## config.mk

```make
export PLATFORM = sky130hd
export DESIGN_NAME = hash_out_mem_writer_flat
export DESIGN_NICKNAME = d
export VERILOG_FILES = /design/src/rtl/hash_out_mem_writer_pkg.sv /design/src/rtl/hash_out_mem_writer_if.sv /design/src/rtl/hash_out_mem_writer.sv /design/src/flat_wrapper.sv
export SDC_FILE = /design/constraint.sdc
export NUM_CORES = 1
export LEC_CHECK = 0
export CAP_MARGIN = 40
export CORE_ASPECT_RATIO = 0.7
export CORE_UTILIZATION = 40
export DETAILED_ROUTE_END_ITERATION = 12
export MAX_ROUTING_LAYER = met4
export PLACE_DENSITY = 0.79
export SYNTH_ARGS = -nofsm -noshare
export SYNTH_HDL_FRONTEND = slang
export SYNTH_SLANG_ARGS = --single-unit
```

## constraint.sdc

```tcl
create_clock -name clk -period 2.7 [get_ports clk]
set_input_delay 0.54 -clock clk [delete_from_list [all_inputs] [get_ports clk]]
set_output_delay 0.54 -clock clk [all_outputs]
set_load 0.03 [all_outputs]
```

## src/rtl/hash_out_mem_writer_pkg.sv

```systemverilog
// Shared types and constants for the hash output RAM writer.
// Build option: HASH_OUT_MASK_EN (see hash_out_mem_writer.sv).
package hash_out_mem_writer_pkg;

    typedef enum logic [1:0] {
        ST_IDLE    = 2'd0,
        ST_COLLECT = 2'd1,
        ST_FLUSH   = 2'd2,
        ST_DONE    = 2'd3
    } state_t;

    // Ceiling log2; clog2(1) == 0.
    function automatic int unsigned clog2(input int unsigned value);
        int unsigned result;
        result = 0;
        for (int unsigned i = 0; i < 32; i++) begin
            if ((64'd1 << i) < 64'(value)) result = i + 1;
        end
        return result;
    endfunction

    localparam int unsigned IO_WIDTH_DEF      = 32;
    localparam int unsigned MAX_RAM_DEPTH_DEF = 16;
    localparam int unsigned LEN_WIDTH_DEF     = 32;
    localparam int unsigned MAX_OUT_BITS      = MAX_RAM_DEPTH_DEF * IO_WIDTH_DEF;
    localparam int unsigned ADDR_W            = clog2(MAX_RAM_DEPTH_DEF);

endpackage

```

## src/rtl/hash_out_mem_writer_if.sv

```systemverilog
// Squeeze-word stream from the hash interface (valid/ready handshake).
interface hash_out_mem_writer_if
    import hash_out_mem_writer_pkg::*;
#(
    parameter int unsigned IO_WIDTH = IO_WIDTH_DEF
);
    logic [IO_WIDTH-1:0] data_in;
    logic                data_in_valid;
    logic                data_in_ready;

    modport master (output data_in, output data_in_valid, input data_in_ready);
    modport slave  (input data_in, input data_in_valid, output data_in_ready);
endinterface

```

## src/rtl/hash_out_mem_writer.sv

```systemverilog
// Captures exactly ceil(len/IO_WIDTH) squeeze words into the output RAM, then
// requests force-done and pulses done. Build option: HASH_OUT_MASK_EN.
module hash_out_mem_writer
    import hash_out_mem_writer_pkg::*;
#(
    parameter int unsigned IO_WIDTH      = IO_WIDTH_DEF,
    parameter int unsigned MAX_RAM_DEPTH = MAX_RAM_DEPTH_DEF,
    parameter int unsigned LEN_WIDTH     = LEN_WIDTH_DEF
) (
    input  logic                             clk,
    input  logic                             rst,
    input  logic                             i_start,
    input  logic [LEN_WIDTH-1:0]             i_output_length,
    hash_out_mem_writer_if.slave             s_in,
    output logic                             o_wr_en,
    output logic [clog2(MAX_RAM_DEPTH)-1:0]  o_addr,
    output logic [IO_WIDTH-1:0]              o_wr_data,
    output logic                             o_force_done,
    input  logic                             i_force_done_ack,
    output logic                             o_busy,
    output logic                             o_len_err,
    output logic                             o_done
);

    localparam int unsigned AW       = clog2(MAX_RAM_DEPTH);
    localparam int unsigned LOG_IO   = clog2(IO_WIDTH);
    localparam int unsigned CNT_W    = clog2(MAX_RAM_DEPTH + 1);
    localparam int unsigned WORDS_W  = LEN_WIDTH - LOG_IO;
    localparam int unsigned OUT_BITS = MAX_RAM_DEPTH * IO_WIDTH;

    state_t              state_q, state_d;
    logic [CNT_W-1:0]    words_q, words_d;
    logic [CNT_W-1:0]    cnt_q, cnt_d;
    logic                wr_en_q, wr_en_d;
    logic [AW-1:0]       addr_q, addr_d;
    logic [IO_WIDTH-1:0] wr_data_q, wr_data_d;
    logic                len_err_q, len_err_d;

    logic [WORDS_W-1:0]  words_full;
    logic                len_ok;
    logic                handshake;
    logic                last_word;
    logic [IO_WIDTH-1:0] word;

`ifdef HASH_OUT_MASK_EN
    logic [LOG_IO-1:0]   rem_q, rem_d;
`endif

    assign words_full = i_output_length[LEN_WIDTH-1:LOG_IO]
                      + WORDS_W'(|i_output_length[LOG_IO-1:0]);
    assign len_ok     = (i_output_length <= LEN_WIDTH'(OUT_BITS));
    assign handshake  = s_in.data_in_valid && (state_q == ST_COLLECT);
    assign last_word  = (cnt_q == words_q - CNT_W'(1));

    // Partial last word keeps only its r most-significant bits.
    always_comb begin
        word = s_in.data_in;
`ifdef HASH_OUT_MASK_EN
        if (last_word && (rem_q != '0)) begin
            word = s_in.data_in & ~({IO_WIDTH{1'b1}} >> rem_q);
        end
`endif
    end

    always_comb begin
        state_d   = state_q;
        words_d   = words_q;
        cnt_d     = cnt_q;
        wr_en_d   = 1'b0;
        addr_d    = addr_q;
        wr_data_d = wr_data_q;
        len_err_d = 1'b0;
`ifdef HASH_OUT_MASK_EN
        rem_d     = rem_q;
`endif
        case (state_q)
            ST_IDLE: begin
                if (i_start) begin
                    if (len_ok) begin
                        words_d = CNT_W'(words_full);
                        cnt_d   = '0;
`ifdef HASH_OUT_MASK_EN
                        rem_d   = i_output_length[LOG_IO-1:0];
`endif
                        state_d = (i_output_length == '0) ? ST_FLUSH : ST_COLLECT;
                    end else begin
                        len_err_d = 1'b1;
                    end
                end
            end
            ST_COLLECT: begin
                if (handshake) begin
                    wr_en_d   = 1'b1;
                    addr_d    = cnt_q[AW-1:0];
                    wr_data_d = word;
                    cnt_d     = cnt_q + CNT_W'(1);
                    if (last_word) state_d = ST_FLUSH;
                end
            end
            ST_FLUSH: begin
                if (i_force_done_ack) state_d = ST_DONE;
            end
            ST_DONE: begin
                state_d = ST_IDLE;
            end
            default: state_d = ST_IDLE;
        endcase
    end

    always_ff @(posedge clk) begin
        if (rst) begin
            state_q   <= ST_IDLE;
            words_q   <= '0;
            cnt_q     <= '0;
            wr_en_q   <= 1'b0;
            addr_q    <= '0;
            wr_data_q <= '0;
            len_err_q <= 1'b0;
`ifdef HASH_OUT_MASK_EN
            rem_q     <= '0;
`endif
        end else begin
            state_q   <= state_d;
            words_q   <= words_d;
            cnt_q     <= cnt_d;
            wr_en_q   <= wr_en_d;
            addr_q    <= addr_d;
            wr_data_q <= wr_data_d;
            len_err_q <= len_err_d;
`ifdef HASH_OUT_MASK_EN
            rem_q     <= rem_d;
`endif
        end
    end

    assign s_in.data_in_ready = (state_q == ST_COLLECT);
    assign o_wr_en            = wr_en_q;
    assign o_addr             = addr_q;
    assign o_wr_data          = wr_data_q;
    assign o_len_err          = len_err_q;
    assign o_force_done       = (state_q == ST_FLUSH);
    assign o_done             = (state_q == ST_DONE);
    assign o_busy             = (state_q != ST_IDLE);

endmodule

```

## src/flat_wrapper.sv

```systemverilog
// flat-port wrapper written by rule: the top's interface ports become plain ports
module hash_out_mem_writer_flat import hash_out_mem_writer_pkg::*;
#(
    parameter int unsigned IO_WIDTH      = IO_WIDTH_DEF,
    parameter int unsigned MAX_RAM_DEPTH = MAX_RAM_DEPTH_DEF,
    parameter int unsigned LEN_WIDTH     = LEN_WIDTH_DEF
)
  (clk, rst, i_start, i_output_length, o_wr_en, o_addr, o_wr_data, o_force_done, i_force_done_ack, o_busy, o_len_err, o_done, s_in_data_in, s_in_data_in_valid, s_in_data_in_ready);
  hash_out_mem_writer_if #(.IO_WIDTH(IO_WIDTH)) s_in_i ();
  input  logic clk;
  input  logic rst;
  input  logic i_start;
  input  logic [LEN_WIDTH-1:0] i_output_length;
  output logic o_wr_en;
  output logic [clog2(MAX_RAM_DEPTH)-1:0] o_addr;
  output logic [IO_WIDTH-1:0] o_wr_data;
  output logic o_force_done;
  input  logic i_force_done_ack;
  output logic o_busy;
  output logic o_len_err;
  output logic o_done;
  input wire logic [$bits(s_in_i.data_in)-1:0] s_in_data_in;
  input wire logic [$bits(s_in_i.data_in_valid)-1:0] s_in_data_in_valid;
  output wire logic [$bits(s_in_i.data_in_ready)-1:0] s_in_data_in_ready;
  assign s_in_i.data_in = s_in_data_in;
  assign s_in_i.data_in_valid = s_in_data_in_valid;
  assign s_in_data_in_ready = s_in_i.data_in_ready;
  hash_out_mem_writer #(.IO_WIDTH(IO_WIDTH), .MAX_RAM_DEPTH(MAX_RAM_DEPTH), .LEN_WIDTH(LEN_WIDTH)) u_core (.clk(clk), .rst(rst), .i_start(i_start), .i_output_length(i_output_length), .s_in(s_in_i), .o_wr_en(o_wr_en), .o_addr(o_addr), .o_wr_data(o_wr_data), .o_force_done(o_force_done), .i_force_done_ack(i_force_done_ack), .o_busy(o_busy), .o_len_err(o_len_err), .o_done(o_done));
endmodule
```

==> summary.md, run 1 <==
| Metric | Value |
|---|---|
| Status | `completed` |
| Most frequent cell after synthesis | `nand2_1` |
| Count of cell types in the netlist | `37` |
| Period utilization | `roughly nine tenths` |
| Setup crit end kind | `flop` |
| Synth Cell Area | `2265 um2` |
| Top area cells in the synthesized netlist | `dfxtp_1, nand2_1, a21oi_1, ha_1, mux2i_1` |
| HP Class | `reg2reg` |
| Crit Path Max Fanout | `3` |
| Initial antenna violation count | `0` |
| Final antenna-violating net count | `0` |
| Post-synth top area share | `44.20%` |
| Area growth from synthesis to layout | `58.23%` |
| Slew Viols, Final | `0` |
| Routed len/inst | `between 10 and 15 um` |
| Fmax | `between 400 and 500 MHz` |
| First DRT Iteration DRCs | `97` |
| Final Critical Period | `roughly 2500 ps` |
| CTS tree | `built` |
| NetSw | `roughly 0.65 mW` |
| Worst reg2reg path startpoint | `u_core.words_q[0]` |
| Flop pwr share | `between 40% and 50%` |
| Vias in the first global route | `2,239` |
| Die Y | `64.96 um` |
| Data arrival, critical path | `~2600 ps` |
| Fillers | `between 400 and 500` |
| Clock sink count | `50` |
| Max-capacitance violation count | `0` |
| Antenna cells | `0` |
| Setup crit start kind | `input pin` |
| Cell depth of the worst flop-to-flop path | `7` |
| GRT Overall Usage | `a little under a quarter` |
| Hold_buf cts | `0` |
| Flop and latch count out of synthesis | `50` |
| Pleak | `~1.3 nW` |
| Root Driver | `clkbuf_8` |
| Clock power frac | `24.9%` |
| CP Capture Point | `u_core.state_q[0]` |
| Site row count | `22` |
| Cells after Synth | `around 280` |
| Final wirelength | `between 6 and 7 mm` |
| H-tree depth | `2` |
| Effective utilization at floorplan | `a little over two fifths` |
| # DRC | `0` |
| Syn. warnings | `0` |
| Clock slew at reported path FFs | `approximately 90 ps` |
| Leading area contributor after synthesis | `dfxtp_1` |
| R2r setup slk | `600 ps` |
| Post-synth EDFFs | `0` |
| Peak VDD IR | `about 0.39 mV` |
| Syn avg cell area | `just over 8 um2` |
| Worst EP required | `~2900 ps` |
| Power density over cell area | `between 500 and 600 nW/um2` |
| Die extent in x | `91.94 um` |
| Net count reported at finish | `about 470` |
| Util after Layout | `around 67%` |
| Latest clock arrival within the worst-skew pair | `slightly below 300 ps` |
| Launch point of the critical path | `i_output_length[1]` |
| Syn_nets | `about 350` |
| Worst Tran Pin Value | `between 500 and 600 ps` |
| Unrepaired setup endpoints after global routing | `no` |
| Total gr overflow | `0` |
| Max_slew headroom | `just over 60%` |
| Hold Violations, Final | `0` |
| Share of cells above drive strength 1 | `6.170%` |
| First-pass GRT wire length | `around 10 mm` |
| Sw Ratio | `between 30 and 40%` |
| Deepest clock path buffer count | `2` |
| Power Total | `slightly above 2 mW` |
| IO buf count | `110` |
| Drt pass-1 iters | `4` |
| Core Footprint | `between 5000 and 6000 um2` |
| Register area share after synthesis | `between 40% and 50%` |
| Crit path kind | `in2reg` |
| Cts bufs inserted | `5` |
| Ys flop type | `dfxtp_1` |
| I/O pins | `about 110` |
| Postcts setup bufs | `0` |
| DIE AREA | `5972 um2` |
| Synth top cells by count | `nand2_1, dfxtp_1, a21oi_1` |
| Asr flop ratio synth | `0%` |
| Pint | `1.379 mW` |
| DR vias/cell | `about 5` |
| R2R Path End | `u_core.state_q[0]` |
| Via count | `between 2,000 and 2,500` |
| Final setup viols | `0` |
| DP Wirelength | `between 4 and 5 mm` |
| Post-CTS resize count | `0` |
| Largest net degree at the start of global routing | `38` |
| Combinational share of power | `a little over a third` |
| Setup Skew | `roughly 5 ps` |
| Final Wtd Congestion | `0.8180` |
-- worst min-delay path by stage --
stage / from / depth (start not counted) / slack (ps) / end
floorplan: u_core.cnt_q[4] / 2 / 460 / u_core.cnt_q[4]
global placement: u_core.o_wr_data[24] / 2 / 440 / u_core.o_wr_data[24]
detailed placement: u_core.o_wr_data[20] / 2 / 450 / u_core.o_wr_data[20]
CTS: u_core.o_wr_data[20] / 2 / 460 / u_core.o_wr_data[20]
global route: u_core.o_wr_data[20] / 2 / 480 / u_core.o_wr_data[20]
finish: u_core.o_wr_data[20] / 2 / 460 / u_core.o_wr_data[20]
-- through the flow --
stage          instances  setup slack [ps]  TNS [ps]  hold WS [ps]  area (um2)
2_1_floorplan        275             440.5         0         457.5        2265
3_3_place_gp         453             56.87         0         440.9        3477
3_5_place_dp         453            -26.75    -41.72         447.0        3477
4_1_cts              461             275.2         0         459.6        3583
5_1_grt              461             177.6         0         476.7        3583
6_report             461             248.4         0         456.2        3583
-- cell usage in the layout (no fill, tap or decap), drive strengths merged, types with 3 or more instances in the layout --
cell type	instances
clkdlybuf4s50	109
nand2	79
dfxtp	50
a21oi	37
nor2	13
buf	12
ha	9
inv	7
mux2i	7
nor4	7
clkbuf	7
xnor2	6
nand4	4
nand3	4
xor2	4
and2	3
-- worst max-delay path, stage by stage --
cell and delay (ps):
clkdlybuf4s50_1 410, or4_4 560, o31ai_4 250, a41oi_1 170
nor3_1 330, mux2_2 380
-- cell type report --
class,instances,area [um2],area share (%)
timing repair buffer,121,1179,32.89
clock inverter,1,30.03,0.8380
multi-input combinational,203,1181,32.96
tap,72,90.09,2.514
sequential,50,1001,27.93
clock buffer,7,76.32,2.130
inverter,7,26.28,0.7332
-- cell families (layout without fill, tap and decap cells) --
family                     after synthesis  after routing  share of synthesized area, %
AOI/OAI and AO/OA                       53             53                         14.75
xor gates and xnor gates                10             10                         3.867
buffers and inverters                   22            136                         3.647
DFF                                     50             50                         44.20
muxes                                    8              8                         3.591
adders and majority gates                9              9                         4.972
and+or+nand+nor                        123            123                         24.97
-- power groups by stage --
stage / Sequential (mW) / Combinational [mW] / Clock (mW)
after floorplan: 0.914 / 0.323 / 0
after global placement: 0.834 / 0.694 / 0
after detailed placement: 0.837 / 0.701 / 0
after CTS: 0.820 / 0.709 / 0.520
after global routing: 0.827 / 0.766 / 0.555
final: 0.819 / 0.707 / 0.506
-- flip-flops by register name, indices dropped and copies added (netlist names) --
| register | flops |
|---|---|
| u_core.cnt_q | 5 |
| u_core.o_wr_data | 32 |
| u_core.words_q | 5 |
| u_core.o_wr_en | 1 |
| u_core.state_q | 2 |
| u_core.o_addr | 4 |
| u_core.o_len_err | 1 |
-- layer usage --
layer	track usage (%)	part of all wire, %	up-vias
met1	30.01	48	1048
li1	-	-	1165
met4	5.078	1.5	0
met5	-	0	-
met3	5.164	5.6	12
met2	35.17	45	77
Note: power is estimated with default switching activity, not from simulation.
==> run 2, diff against run 1 <==
CORE_ASPECT_RATIO = default   (was 0.7)
==> summary.md, run 2 (synthesized netlist as in run 1, its figures left out) <==
| Metric | Value |
|---|---|
| Most frequent cells in the layout | `clkdlybuf4s50_1, nand2_1, dfxtp_1` |
| Crit path kind | `in2reg` |
| CP max stage cell | `or4_4` |
| DR vias/cell | `4.946 (-0.96%)` |
| Setup tns final | `0 ps (unchanged)` |
| H-tree depth | `2 (unchanged)` |
| Hold_buf cts | `0 (unchanged)` |
| HP Class | `reg2reg` |
| Final Wtd Congestion | `0.8834 (+8.0%)` |
| Worst EP required | `2890 ps (about the same)` |
| Power density over cell area | `545.5 nW/um2 (-3.8%)` |
| Most common cell after layout, fill and taps aside | `clkdlybuf4s50_1` |
| Setup crit end kind | `flop` |
| Unrepaired setup endpoints after global routing | `no` |
| CTS tree | `built` |
| Die extent in x | `77.25 um (-16%)` |
| Flip-flop count of the largest register after layout | `32 (unchanged)` |
| Max incr delay on CP | `570 ps (about the same)` |
| Setup Skew | `7.572 ps (+2.557 ps)` |
| Peak VDD IR | `0.2636 mV (-32%)` |
| I/O pins | `111 (unchanged)` |
| Max_slew headroom | `61.07% (-1.1 points)` |
| Pleak | `1.281 nW (-0.57%)` |
| Max-capacitance violation count | `0 (unchanged)` |
| Total gr overflow | `0 (unchanged)` |
| Slew Viols, Final | `0 (unchanged)` |
| Via count | `2,280 (-0.96%)` |
| Crit-path cells | `clkdlybuf4s50_1 -> or4_4 -> or2_1 -> nor4_1 -> a311oi_1 -> mux2_2` |
| Hold Violations, Final | `0 (unchanged)` |
| Fmax | `419.3 MHz (+2.8%)` |
| Status | `completed` |
| First DRT Iteration DRCs | `89 (-8.2%)` |
| Effective utilization at floorplan | `41.38% (-1.0 points)` |
| Post-CTS resize count | `0 (unchanged)` |
| Final setup viols | `0 (unchanged)` |
| PnR worst setup slack | `315.2 ps (+66.80 ps)` |
| Setup crit start kind | `input pin` |
| Data arrival, critical path | `2580 ps (-50 ps)` |
| Final wirelength | `6.123 mm (-3.0%)` |
| Latest clock arrival within the worst-skew pair | `300 ps (about the same)` |
| Root Driver | `clkbuf_8` |
| Net count reported at finish | `466 (unchanged)` |
| Area growth from synthesis to layout | `57.57%` |
| Clock sink count | `50 (unchanged)` |
| Post-place setup slack | `-4.405 ps (+22.34 ps)` |
| DIE AREA | `5967 um2 (about the same)` |
| Power Total | `1.947 mW (-4.2%)` |
| Clock slew at reported path FFs | `90 ps (about the same)` |
| Share of cells above drive strength 1 | `6.170% (unchanged)` |
| IO buf count | `110 (unchanged)` |
| GRT Overall Usage | `22.27% (-0.32 points)` |
| Postcts setup bufs | `0 (unchanged)` |
| Worst Tran Pin Value | `581.2 ps (+16.38 ps)` |
| # DRC | `0 (unchanged)` |
| Core Footprint | `5473 um2 (+2.5%)` |
| First-pass GRT wire length | `10.34 mm (-0.66%)` |
| Die Y | `77.25 um (+19%)` |
| Antenna cells | `0 (unchanged)` |
| Largest net degree at the start of global routing | `38 (unchanged)` |
| Period utilization | `88.33% (-2.5 points)` |
| Final antenna-violating net count | `0 (unchanged)` |
| Final Critical Period | `2385 ps (-66.80 ps)` |
| Util after Layout | `65.20% (-1.9 points)` |
| Crit Path Max Fanout | `3 (unchanged)` |
| Routed len/inst | `13.28 um (-3.0%)` |
| DP Wirelength | `4.704 mm (-2.3%)` |
| Site row count | `27 (+23%)` |
| Drt pass-1 iters | `5 (+1)` |
| Deepest clock path buffer count | `2 (unchanged)` |
| Cts bufs inserted | `5 (unchanged)` |
| Initial antenna violation count | `0 (unchanged)` |
| Vias in the first global route | `2,199 (-1.8%)` |
| Fillers | `461 (-0.22%)` |
==> run 2: final timing paths <==
| path | from | slack, ps | cells after the start | end |
|---|---|---|---|---|
| setup / recovery | i_output_length[1] | 320 | 6 | u_core.state_q[0] |
| hold / removal | u_core.o_wr_data[14] | 460 | 2 | u_core.o_wr_data[14] |
| setup reg to reg | u_core.words_q[0] | 690 | 7 | u_core.state_q[0] |
| hold reg to reg | u_core.o_wr_data[14] | 460 | 2 | u_core.o_wr_data[14] |
==> run 2: area by class of cell <==
class                           instances  area (um2)  area share (%)
Timing Repair Buffer                  121        1184           33.17
Multi-Input combinational cell        203        1181           33.10
Sequential cell                        50        1001           28.05
Tap cell                               72       90.09           2.525
Clock buffer                            6       72.57           2.034
Inverter                                7       26.28          0.7363
Clock inverter                          2       13.76          0.3857
==> run 2: metrics by stage <==
stage	area [um2]	hold slack, ps	std cells
2_1_floorplan	2265	457.5	275
3_3_place_gp	3482	440.9	453
3_5_place_dp	3482	445.5	453
4_1_cts	3568	459.1	461
5_1_grt	3568	475.4	461
6_report	3568	456.6	461
==> run 2: power by group <==
part	switching (mW)	total (mW)	internal, mW
combinational	0.391	0.704	0.313
sequential	0.0276	0.818	0.790
clock	0.241	0.424	0.183
total	0.660	1.95	1.29
==> run 2: routing by layer <==
layer  global-route usage, %  part of all wire [%]  wire (um)
met2                   36.64                    48       2959
met4                   7.547                   1.9        118
met5                       -                     0          0
met1                   26.87                    45       2737
met3                   4.762                   5.0        307
==> run 2: worst max-delay path, delay by kind of cell <==
family	cells	cell delay (ps)
simple gates	3	1200
compound gates	1	160
mux	1	280
buf+inv	1	410
==> run 3, diff against run 2 <==
CORE_ASPECT_RATIO = 1.5   (was default)
TNS_END_PERCENT = 100   (was default)
==> summary.md, run 3 (synthesized netlist as in run 1, its figures left out) <==
| Metric | Value |
|---|---|
| R2r setup slk | `630 ps (-60 ps)` |
| Placed instance area | `3475 um2 (-0.22%)` |
| Max_slew headroom | `62.33% (+1.3 points)` |
| Final setup viols | `0 (unchanged)` |
| Tightest hold margin | `456.4 ps (-0.1680 ps)` |
| Die Y | `94.16 um (+22%)` |
| Site row count | `33 (+22%)` |
| Setup Skew | `12.44 ps (+4.864 ps)` |
| DP Wirelength | `4.474 mm (-4.9%)` |
| Worst EP required | `2890 ps (about the same)` |
| H-tree depth | `2 (unchanged)` |
| Setup crit end kind | `flop` |
| Max-capacitance violation count | `0 (unchanged)` |
| Data arrival, critical path | `2610 ps (+30 ps)` |
| Final wirelength | `5.808 mm (-5.1%)` |
| Status | `completed` |
| Initial antenna violation count | `0 (unchanged)` |
| Core Footprint | `5450 um2 (-0.41%)` |
| CP max stage cell | `or4_4` |
| DIE AREA | `5973 um2 (about the same)` |
| First-pass GRT wire length | `9.901 mm (-4.2%)` |
| First DRT Iteration DRCs | `79 (-11%)` |
| Cell depth of the worst flop-to-flop path | `7 (unchanged)` |
| Net count reported at finish | `466 (unchanged)` |
| PnR worst setup slack | `280.2 ps (-34.96 ps)` |
| Final Critical Period | `2420 ps (+34.96 ps)` |
| Max incr delay on CP | `560 ps (about the same)` |
| Effective utilization at floorplan | `41.55% (+0.17 points)` |
| Share of cells above drive strength 1 | `6.684% (+0.51 points)` |
| Total gr overflow | `0 (unchanged)` |
| Post-CTS resize count | `0 (unchanged)` |
| Largest net degree at the start of global routing | `38 (unchanged)` |
| Via count | `2,291 (+0.48%)` |
| Min-delay src | `u_core.o_wr_data[31]` |
| GRT Overall Usage | `21.47% (-0.80 points)` |
| Routed len/inst | `12.65 um (-4.7%)` |
| Postcts setup bufs | `0 (unchanged)` |
| HP Class | `reg2reg` |
| Crit Path Max Fanout | `3 (unchanged)` |
| Unrepaired setup endpoints after global routing | `no` |
| R2R Path End | `u_core.state_q[0]` |
| Worst Tran Pin Value | `562.4 ps (-18.88 ps)` |
| Root Driver | `clkbuf_8` |
| Hold Violations, Final | `0 (unchanged)` |
| CTS tree | `built` |
| Most frequent cells in the layout | `clkdlybuf4s50_1, nand2_1, dfxtp_1` |
| Worst reg2reg path startpoint | `u_core.words_q[0]` |
| I/O pins | `111 (unchanged)` |
| Power density over cell area | `574.1 nW/um2 (+5.2%)` |
| Deepest clock path buffer count | `2 (unchanged)` |
| Crit path kind | `in2reg` |
| Power Total | `2.064 mW (+6.1%)` |
| Hold path depth | `2 (unchanged)` |
| Peak VDD IR | `0.3143 mV (+19%)` |
| Hold EP | `u_core.o_wr_data[31]` |
| Fmax | `413.3 MHz (-1.4%)` |
| IO buf count | `110 (unchanged)` |
| Fin area | `3596 um2 (+0.77%)` |
| Final antenna-violating net count | `0 (unchanged)` |
| Drt pass-1 iters | `4 (-1)` |
| Slew Viols, Final | `0 (unchanged)` |
| # DRC | `0 (unchanged)` |
| Clock sink count | `50 (unchanged)` |
| Pleak | `1.297 nW (+1.3%)` |
| Flip-flop count of the largest register after layout | `32 (unchanged)` |
| Clock slew at reported path FFs | `90 ps (about the same)` |
| Antenna cells | `0 (unchanged)` |
| Util after Layout | `65.98% (+0.77 points)` |
| Latest clock arrival within the worst-skew pair | `300 ps (about the same)` |
| Post-place setup slack | `-4.968 ps (-0.5631 ps)` |
| DR vias/cell | `4.991 (+0.92%)` |
| Setup crit start kind | `input pin` |
| Final Wtd Congestion | `0.7878 (-11%)` |
| Cts bufs inserted | `5 (unchanged)` |
| Die extent in x | `63.44 um (-18%)` |
| Crit-path cells | `clkdlybuf4s50_1 -> or4_4 -> o31ai_4 -> a41oi_1 -> nor3_1 -> mux2_2` |
| Area growth from synthesis to layout | `58.78%` |
| Hold_buf cts | `0 (unchanged)` |
| Vias in the first global route | `2,329 (+5.9%)` |
| Most common cell after layout, fill and taps aside | `clkdlybuf4s50_1` |
| Period utilization | `89.62% (+1.3 points)` |
run 3: cell count changes in the layout (fill, tap and decap cells not counted):
cell,delta
clkdlybuf4s50_1,-1
clkinv_4,-1
clkinv_2,-1
buf_2,+1
bufinv_16,+1
clkbuf_1,-1
inv_6,+1
clkbuf_8,+1
run 3: cell type report:
cell class                      instances  area, um2
Clock buffer                            6      82.58
Clock inverter                          2      38.79
Fill cell                             496       1854
Inverter                                7      26.28
Multi-Input combinational cell        203       1181
Sequential cell                        50       1001
Tap cell                               70      87.58
Timing Repair Buffer                  121       1179
run 3: worst max-delay path, delay by kind of cell:
kind | cells | cell delay, ps
AO/OA/AOI/OAI | 2 | 430
AND/OR/NAND/NOR | 2 | 870
multiplexers | 1 | 370
buffers and inverters | 1 | 400
run 3: power by group:
group	total (mW)	internal, mW	switching (mW)
Combinational	0.697	0.312	0.384
Sequential	0.821	0.791	0.0303
Clock	0.547	0.305	0.242
Total	2.06	1.41	0.657
run 3: routing by layer:
layer / vias up / global-route usage (%) / wire [um]
li1: 1162 / - / -
met1: 1048 / 20.31 / 2258
met2: 77 / 41.49 / 3246
met3: 4 / 3.883 / 245
met4: 0 / 9.091 / 58
met5: - / - / 0
run 3: metrics by stage:
stage	TNS [ps]	cells
finish	0	459
global route	0	459
CTS	0	459
detailed placement	-4.968	451
global placement	0	451
floorplan	0	275
run 3: worst max-delay path by stage:
| stage | startpoint | depth (start not counted) | slack (ps) | to |
|---|---|---|---|---|
| floorplan | i_output_length[1] | 5 | 440 | u_core.state_q[0] |
| global placement | i_output_length[1] | 6 | 60 | u_core.state_q[0] |
| detailed placement | i_output_length[1] | 6 | -5 | u_core.state_q[0] |
| CTS | i_output_length[1] | 6 | 310 | u_core.state_q[0] |
| global route | i_output_length[1] | 6 | 200 | u_core.state_q[0] |
| finish | i_output_length[1] | 6 | 280 | u_core.state_q[0] |
